===== config.mk =====
export PLATFORM = sky130hd
export DESIGN_NAME = imem_access_arbiter
export DESIGN_NICKNAME = d
export VERILOG_FILES = /design/src/rtl/imem_access_arbiter.sv
export SDC_FILE = /design/constraint.sdc
export NUM_CORES = 1
export LEC_CHECK = 0
export ABC_AREA = 1
export ABC_CLOCK_PERIOD_IN_PS = 2450
export CAP_MARGIN = 5
export CORE_MARGIN = 3
export CORE_UTILIZATION = 45
export CTS_CLUSTER_SIZE = 40
export DETAILED_ROUTE_END_ITERATION = 8
export PLACE_DENSITY_LB_ADDON = 0.3
export SLEW_MARGIN = 20
export SYNTH_ARGS = -nofsm -noshare
export SYNTH_HDL_FRONTEND = slang
export SYNTH_SLANG_ARGS = --single-unit

===== constraint.sdc =====
create_clock -name clk -period 2.45 [get_ports clk]
set_input_delay 0.49 -clock clk [delete_from_list [all_inputs] [get_ports clk]]
set_output_delay 0.49 -clock clk [all_outputs]
set_load 0.01 [all_outputs]

===== src/rtl/imem_access_arbiter.sv =====
// imem_access_arbiter: shares the byte-wide instruction memory read port
// between the fetch (f_) and debug/loader (d_) requesters. Each grant reads
// four bytes and returns them as one big-endian 32-bit word. Out-of-range
// base addresses get an immediate error response with no memory traffic.
module imem_access_arbiter #(
  parameter int MEM_SIZE = 4095,
  parameter int MEM_AW   = 12
) (
  input  logic              clk,
  input  logic              reset,
  input  logic              f_req,
  input  logic [63:0]       f_addr,
  output logic              f_gnt,
  output logic              f_rvalid,
  output logic [31:0]       f_rdata,
  output logic              f_err,
  input  logic              d_req,
  input  logic [63:0]       d_addr,
  output logic              d_gnt,
  output logic              d_rvalid,
  output logic [31:0]       d_rdata,
  output logic              d_err,
  output logic              mem_re,
  output logic [MEM_AW-1:0] mem_addr,
  input  logic [7:0]        mem_rdata
);

  typedef enum logic [2:0] {IDLE, RD0, RD1, RD2, RD3, CAP, RESP} state_t;

  // Highest base address whose four bytes all lie inside the memory.
  localparam logic [MEM_AW-1:0] LAST_BASE = MEM_AW'(MEM_SIZE - 4);

  state_t            state_q, state_d;
  logic              rr_last_q, rr_last_d;   // 1: debug was granted last
  logic              owner_q, owner_d;       // 1: debug owns the transaction
  logic [MEM_AW-1:0] base_q, base_d;
  logic [23:0]       word_q, word_d;         // bytes 0..2 collected so far
  logic [31:0]       f_rdata_q, f_rdata_d, d_rdata_q, d_rdata_d;
  logic              f_err_q, f_err_d, d_err_q, d_err_d;

  logic              pick_d;                 // arbitration winner, 1: debug
  logic [63:0]       sel_addr;
  logic              addr_err;

  // Arbitration winner and range check of its address; only used in IDLE.
  always_comb begin
    pick_d   = (f_req && d_req) ? ~rr_last_q : d_req;
    sel_addr = pick_d ? d_addr : f_addr;
    addr_err = (|sel_addr[63:MEM_AW]) || (sel_addr[MEM_AW-1:0] > LAST_BASE);
  end

  // Next-state, read sequencing, byte assembly and response routing.
  always_comb begin
    state_d   = state_q;
    rr_last_d = rr_last_q;
    owner_d   = owner_q;
    base_d    = base_q;
    word_d    = word_q;
    f_rdata_d = f_rdata_q;
    f_err_d   = f_err_q;
    d_rdata_d = d_rdata_q;
    d_err_d   = d_err_q;
    f_gnt     = 1'b0;
    d_gnt     = 1'b0;
    f_rvalid  = 1'b0;
    d_rvalid  = 1'b0;
    mem_re    = 1'b0;
    mem_addr  = '0;
    case (state_q)
      IDLE: begin
        // A reset in the grant cycle cancels the grant outright.
        if ((f_req || d_req) && !reset) begin
          f_gnt     = ~pick_d;
          d_gnt     = pick_d;
          owner_d   = pick_d;
          rr_last_d = pick_d;
          base_d    = sel_addr[MEM_AW-1:0];
          if (addr_err) begin
            state_d = RESP;
            if (pick_d) begin
              d_rdata_d = '0;
              d_err_d   = 1'b1;
            end else begin
              f_rdata_d = '0;
              f_err_d   = 1'b1;
            end
          end else begin
            state_d = RD0;
          end
        end
      end
      RD0: begin
        mem_re   = 1'b1;
        mem_addr = base_q;
        state_d  = RD1;
      end
      RD1: begin
        mem_re          = 1'b1;
        mem_addr        = base_q + MEM_AW'(1);
        word_d[23:16]   = mem_rdata;
        state_d         = RD2;
      end
      RD2: begin
        mem_re          = 1'b1;
        mem_addr        = base_q + MEM_AW'(2);
        word_d[15:8]    = mem_rdata;
        state_d         = RD3;
      end
      RD3: begin
        mem_re          = 1'b1;
        mem_addr        = base_q + MEM_AW'(3);
        word_d[7:0]     = mem_rdata;
        state_d         = CAP;
      end
      CAP: begin
        // Last byte lands directly in the owner's response register.
        if (owner_q) begin
          d_rdata_d = {word_q, mem_rdata};
          d_err_d   = 1'b0;
        end else begin
          f_rdata_d = {word_q, mem_rdata};
          f_err_d   = 1'b0;
        end
        state_d = RESP;
      end
      RESP: begin
        f_rvalid = ~owner_q;
        d_rvalid = owner_q;
        state_d  = IDLE;
      end
      default: state_d = IDLE;
    endcase
  end

  assign f_rdata = f_rdata_q;
  assign f_err   = f_err_q;
  assign d_rdata = d_rdata_q;
  assign d_err   = d_err_q;

  // State register; reset drops any in-flight transaction.
  always_ff @(posedge clk) begin
    if (reset) begin
      state_q   <= IDLE;
      rr_last_q <= 1'b1;
      owner_q   <= 1'b0;
      base_q    <= '0;
      word_q    <= '0;
      f_rdata_q <= '0;
      f_err_q   <= 1'b0;
      d_rdata_q <= '0;
      d_err_q   <= 1'b0;
    end else begin
      state_q   <= state_d;
      rr_last_q <= rr_last_d;
      owner_q   <= owner_d;
      base_q    <= base_d;
      word_q    <= word_d;
      f_rdata_q <= f_rdata_d;
      f_err_q   <= f_err_d;
      d_rdata_q <= d_rdata_d;
      d_err_q   <= d_err_d;
    end
  end

endmodule


==> metrics, run 1 <==
Worst EP required 1.96 ns; Pre-Repair DR Iteration Count 5; drt initial violations 564; Skew-Pair Late Insertion Delay 0.34 ns; Synth warnings 0; Distinct cells, synth 37; status finished with violations; vias in the first global route 6,257; number of routed nets with antenna violations 0; highest-delay cell along the critical path fa_2; CTS Buffer Depth 2; GP Congestion 0.9366; Die Span X 120.4 um; Tightest Pin Transition 0.8802 ns; Slew HR 0.4132; #FFs+latches synth 107; nature of the critical path startpoint flop; Tcrit/Tclk final 1.032; Post-DP HPWL 14,850 um; total power 10.80 mW; Synth async-reset ratio 0; number of port buffers 222; initial core utilization 0.4629; Seq/Total Area, Yosys 0.3637; Reg clk slew, reported paths 0.07 ns; Hold Crit Class reg -> reg; post-route minimum period 2.527 ns; EDFF count, synth 0; final WL 19,490 um; DR vias 6,740; Crit path largest cell delay 0.38 ns; number of CTS-inserted buffers 9; Non-Filler Instances 1,402; most frequent cells after synthesis nand2_1 (235), nor2_1 (203), inv_1 (165), dfxtp_1 (107), nand4_1 (54); top-area cell type share of the netlist area 0.3637; Area after DPL 8732 sq um; Main synth FF type dfxtp_1; VDD IR max 0.5358 mV; CTS root buffer clkbuf_16; final hold violation count 0; Remaining Overflow, GRT 0; Design Area, Final 9125 sq um; Fmax 395.6 MHz; final worst slack -0.07750 ns; Mean Syn Cell Area 6.141 sq um; synth top area cells dfxtp_1 (36%), nand2_1 (15%), nor2_1 (13%); hold buffer count at CTS 0; core footprint 12,720 sq um; cell area after synthesis 5889 sq um; RSZ-0062 raised after global routing true; wire length per cell 13.90 um; vias per inst 4.807; Setup Viol. Count Final 5; Post-Syn Nets 1,102; WHS 0.4560 ns; IO Count 223; Syn Inst Count 959; CP max FO 4; # Max-Cap Violations 0; final core occ 0.7173; die area 14,500 sq um; crit path kind reg -> out; CTS H-tree lvls 3; CTS tree yes; pwr dens 1184 nW/um^2; Placed Instances 1,382; Sink Count 107; crit end category output pin; ant diodes 0; initial antenna violation count 0; layout cells sized above 1 0.1187; nets 1,370; largest net degree at the start of global routing 94; Synth area leader dfxtp_1; CP Cell Sequence nor2_4, inv_2, nor2_4, buf_6, fa_2, buf_4, inv_4, o21ai_0, a32o_1, buf_6; global-route wire length before repair 30,710 um; Total GRT Usage 0.2597; Worst EP arrival 2.04 ns; # rows 41; Clock Skew 0.009151 ns; top-count cell post-synth nand2_1; failing checks negative setup slack; worst hold path startpoint word_q[1]; die height 120.4 um; Worst setup startpoint state_q[0]; P&R area growth vs syn 54.94%; max-slew violations 0; # DRC 0; FF-to-FF Start state_q[0]; static leakage 4.178 nW
[repair_timing]
item / 4_1_cts / 5_1_grt
buffers inserted: 3 / 3
pin swaps: 4 / 12
hold endpoints to repair: 0 / 0
resized for setup: 62 / 28
endpoints found under the setup margin: 15 / 12
[power by group]
group	internal (mW)	switching [mW]
Combinational	2.98	3.45
Clock	0.791	0.652
Sequential	2.51	0.422
Total	6.27	4.53
[path summary, 6_finish.rpt]
kind	cells past startpoint	end	slack (ns)
setup / recovery	10	mem_addr[10]	-0.08
hold reg to reg	2	word_q[1]	0.46
hold / removal	2	word_q[1]	0.46
setup reg to reg	14	f_rdata[15]	0.50
[cells in the final DEF, fill, tap and decap left out, drive strengths merged]
cell type / instances
o211ai: 3
nor3: 6
inv: 174
clkinv: 2
o31ai: 10
a211oi: 1
nand3b: 1
nand2: 237
a21oi: 18
o221ai: 2
buf: 89
fa: 1
dfxtp: 107
clkdlybuf4s50: 206
a22oi: 2
o21a: 1
o22ai: 1
nor2: 207
a31oi: 4
xor2: 2
clkinvlp: 2
ha: 2
o21ai: 46
bufinv: 1
nand3: 31
a41oi: 2
dlygate4sd2: 4
nand4: 55
a32o: 2
clkbuf: 11
[final cells by class]
| class | instances | area [sq um] |
|---|---|---|
| multi-input cells | 634 | 2977 |
| repair buffers | 301 | 2839 |
| well taps | 172 | 215.2 |
| flip-flops and latches | 107 | 2146 |
| inverters | 174 | 658.1 |
| fillers | 1109 | 3597 |
| clock buffers | 9 | 225.2 |
| clock inverters | 5 | 65.06 |
[registers in the layout (all words and copies together) (netlist names)]
signal and count:
d_rdata 32, f_rdata 32, word_q 24, base_q 12, state_q 3, d_err 1
f_err 1, owner_q 1, rr_last_q 1
[critical path: cells and delay by family (launching register included)]
| kind | cells | cell delay [ns] |
|---|---|---|
| buffers and inverters | 5 | 0.53 |
| AND/OR/NAND/NOR | 2 | 0.09 |
| adder cells (fa/ha/maj) | 1 | 0.38 |
| AO/OA/AOI/OAI | 2 | 0.33 |
| flip-flops | 1 | 0.36 |
[per-stage QoR]
stage	setup WS, ns	setup TNS [ns]
final	-0.07750	-0.2512
after global routing	-0.2264	-1.187
after CTS	-0.1440	-0.1535
after detailed placement	-0.2037	-8.419
after global placement	-0.1672	-5.051
after floorplan	0.1704	0
[logic make-up (layout without fill, tap and decap cells)]
family,count (synthesis),count (layout),synth area share
and+or+nand+nor,537,537,0.3864
buffers and inverters,218,489,0.1479
DFF,107,107,0.3637
AOI/OAI and AO/OA,92,92,0.09135
adders and majority gates,3,3,0.007648
xor gates and xnor gates,2,2,0.002975
[per-layer routing]
layer | vias to the layer above | track usage | share of wire
li1 | 3493 | - | -
met3 | 24 | 0.04350 | 0.057
met5 | - | 0 | 0
met4 | 0 | 0.06232 | 0.014
met2 | 229 | 0.4457 | 0.50
met1 | 2994 | 0.3414 | 0.43
Power figures use the tool's default switching activity.
==> run 2, diff against run 1 <==
Settings changed: SKIP_CTS_REPAIR_TIMING set to 1.
==> run 2 against run 1 <==
The flow still finishes with violations (negative setup slack). Register-to-register slack better by 0.03 ns. Critical path type unchanged. Global-route usage is 0.089 points lower. Clock power hardly changed. Maximum frequency is 0.54% lower. Non-clock buffer count is 3 lower. Clock skew is 0.00068 ns higher. Core utilization is 0.17 points higher. Combinational power is 0.9% lower.
==> metrics, run 2 (synthesized netlist as in run 1, its figures left out) <==
number of routed nets with antenna violations 0 (unchanged); ant diodes 0 (unchanged); vias in the first global route 6,253 (-0.064%); DR vias 6,722 (-0.27%); number of port buffers 222 (unchanged); highest-delay cell along the critical path dfxtp_2; VDD IR max 0.5350 mV (-0.15%); WHS 0.4558 ns (-0.0002280 ns); R2R cell count 13 (-1); RSZ-0062 raised after global routing true; # DRC 0 (unchanged); final core occ 0.7189 (+0.001672); # Max-Cap Violations 0 (unchanged); CTS root buffer clkbuf_16; CTS tree yes; Hold Crit Class reg -> reg; Remaining Overflow, GRT 0 (unchanged); P&R area growth vs syn 55.30%; CP most frequent cell nor2_4; Setup Viol. Count Final 4 (-1); worst hold stages 2 (unchanged); crit end category output pin; die height 120.4 um (unchanged); Critical R2R Capture f_rdata[15]; IO Count 223 (unchanged); Slew HR 0.4054 (-0.007795); Fmax 393.5 MHz (-0.54%); number of CTS-inserted buffers 9 (unchanged); static leakage 4.228 nW (+1.2%); pwr dens 1174 nW/um^2 (-0.78%); largest net degree at the start of global routing 94 (unchanged); CTS H-tree lvls 3 (unchanged); max-slew violations 0 (unchanged); CTS Buffer Depth 2 (unchanged); vias per inst 4.805 (about the same); die area 14,500 sq um (unchanged); worst reg-to-reg setup slack 0.53 ns (+0.03 ns); wire length per cell 13.87 um (-0.19%); Die Span X 120.4 um (unchanged); Clock Skew 0.009835 ns (+0.0006835 ns); commonest non-fill, non-tap cell in the layout nand2_1; status finished with violations; total power 10.74 mW (-0.55%); Tcrit/Tclk final 1.037 (+0.005652); Reg clk slew, reported paths 0.07 ns (about the same); CP max FO 3 (-1); initial antenna violation count 0 (unchanged); post-route minimum period 2.541 ns (+0.01385 ns); pre-CTS setup slack -0.2037 ns (unchanged); Skew-Pair Late Insertion Delay 0.34 ns (about the same); Post-DP HPWL 14,850 um (unchanged); global-route wire length before repair 30,650 um (-0.20%); FF-to-FF Start rr_last_q; nets 1,367 (-0.22%); drt initial violations 573 (+1.6%); Tightest Pin Transition 0.8918 ns (+0.01169 ns); final worst slack -0.09134 ns (-0.01385 ns); Pre-Repair DR Iteration Count 5 (unchanged); initial core utilization 0.4629 (unchanged); layout cells sized above 1 0.1206 (+0.001920); CP Cell Sequence nor2_2, inv_2, nor2_4, ha_4, a21oi_4, buf_6, nor2_4, nand4_1, xor2_1, o221ai_2, buf_2; core footprint 12,720 sq um (unchanged); Crit path largest cell delay 0.32 ns (-0.06 ns); # rows 41 (unchanged); worst hold path startpoint word_q[1]; Worst EP arrival 2.05 ns (about the same); Hold EP word_q[1]; final hold violation count 0 (unchanged); Total GRT Usage 0.2588 (-0.0008914); GP Congestion 0.9366 (unchanged); crit path kind reg -> out; final WL 19,410 um (-0.40%); nature of the critical path startpoint flop; Sink Count 107 (unchanged); Worst EP required 1.96 ns (about the same); failing checks negative setup slack; most frequent cells in the layout nand2_1 (235), clkdlybuf4s50_1 (206), nor2_1 (196)
## run 2: through the flow
step                instances  setup TNS, ns  cell area (sq um)
finish                   1399        -0.2304               9146
global route             1399         -1.152               9146
CTS                      1396         -5.388               9022
detailed placement       1382         -8.419               8732
global placement         1382         -5.051               8732
floorplan                 959              0               5889
## run 2: per-layer routing
metal	routed length, um	track usage
met1	8365	0.3391
met2	9667	0.4429
met3	1081	0.04630
met4	294	0.06303
met5	0	0
## run 2: how the worst max path moves through the flow
stage | start | end | slack [ns] | cells past startpoint
after floorplan | state_q[1] | mem_addr[9] | 0.17 | 13
after global routing | state_q[1] | mem_addr[11] | -0.24 | 11
after global placement | f_req | f_gnt | -0.17 | 6
after detailed placement | f_req | f_gnt | -0.20 | 6
after CTS | state_q[0] | mem_addr[8] | -0.49 | 12
final | state_q[1] | mem_addr[11] | -0.09 | 11
## run 2: final cells by class
type	instances	area [sq um]
fill	1107	3576
sequential	107	2146
timing repair buffer	298	2843
multi-input combinational	634	2994
clock inverter	5	65.06
clock buffer	9	225.2
inverter	174	658.1
tap	172	215.2
## run 2: power breakdown
group / internal (mW) / switching, mW
logic: 2.94 / 3.43
clock network: 0.790 / 0.650
registers: 2.51 / 0.420
total: 6.24 / 4.50
## run 2: worst max-delay path: cells and delay by family (launching register included)
kind            cells  cell delay [ns]
buf+inv             3             0.34
simple gates        4             0.36
compound gates      2             0.28
xor+xnor            1             0.19
fa+ha+maj           1             0.22
flops               1             0.32
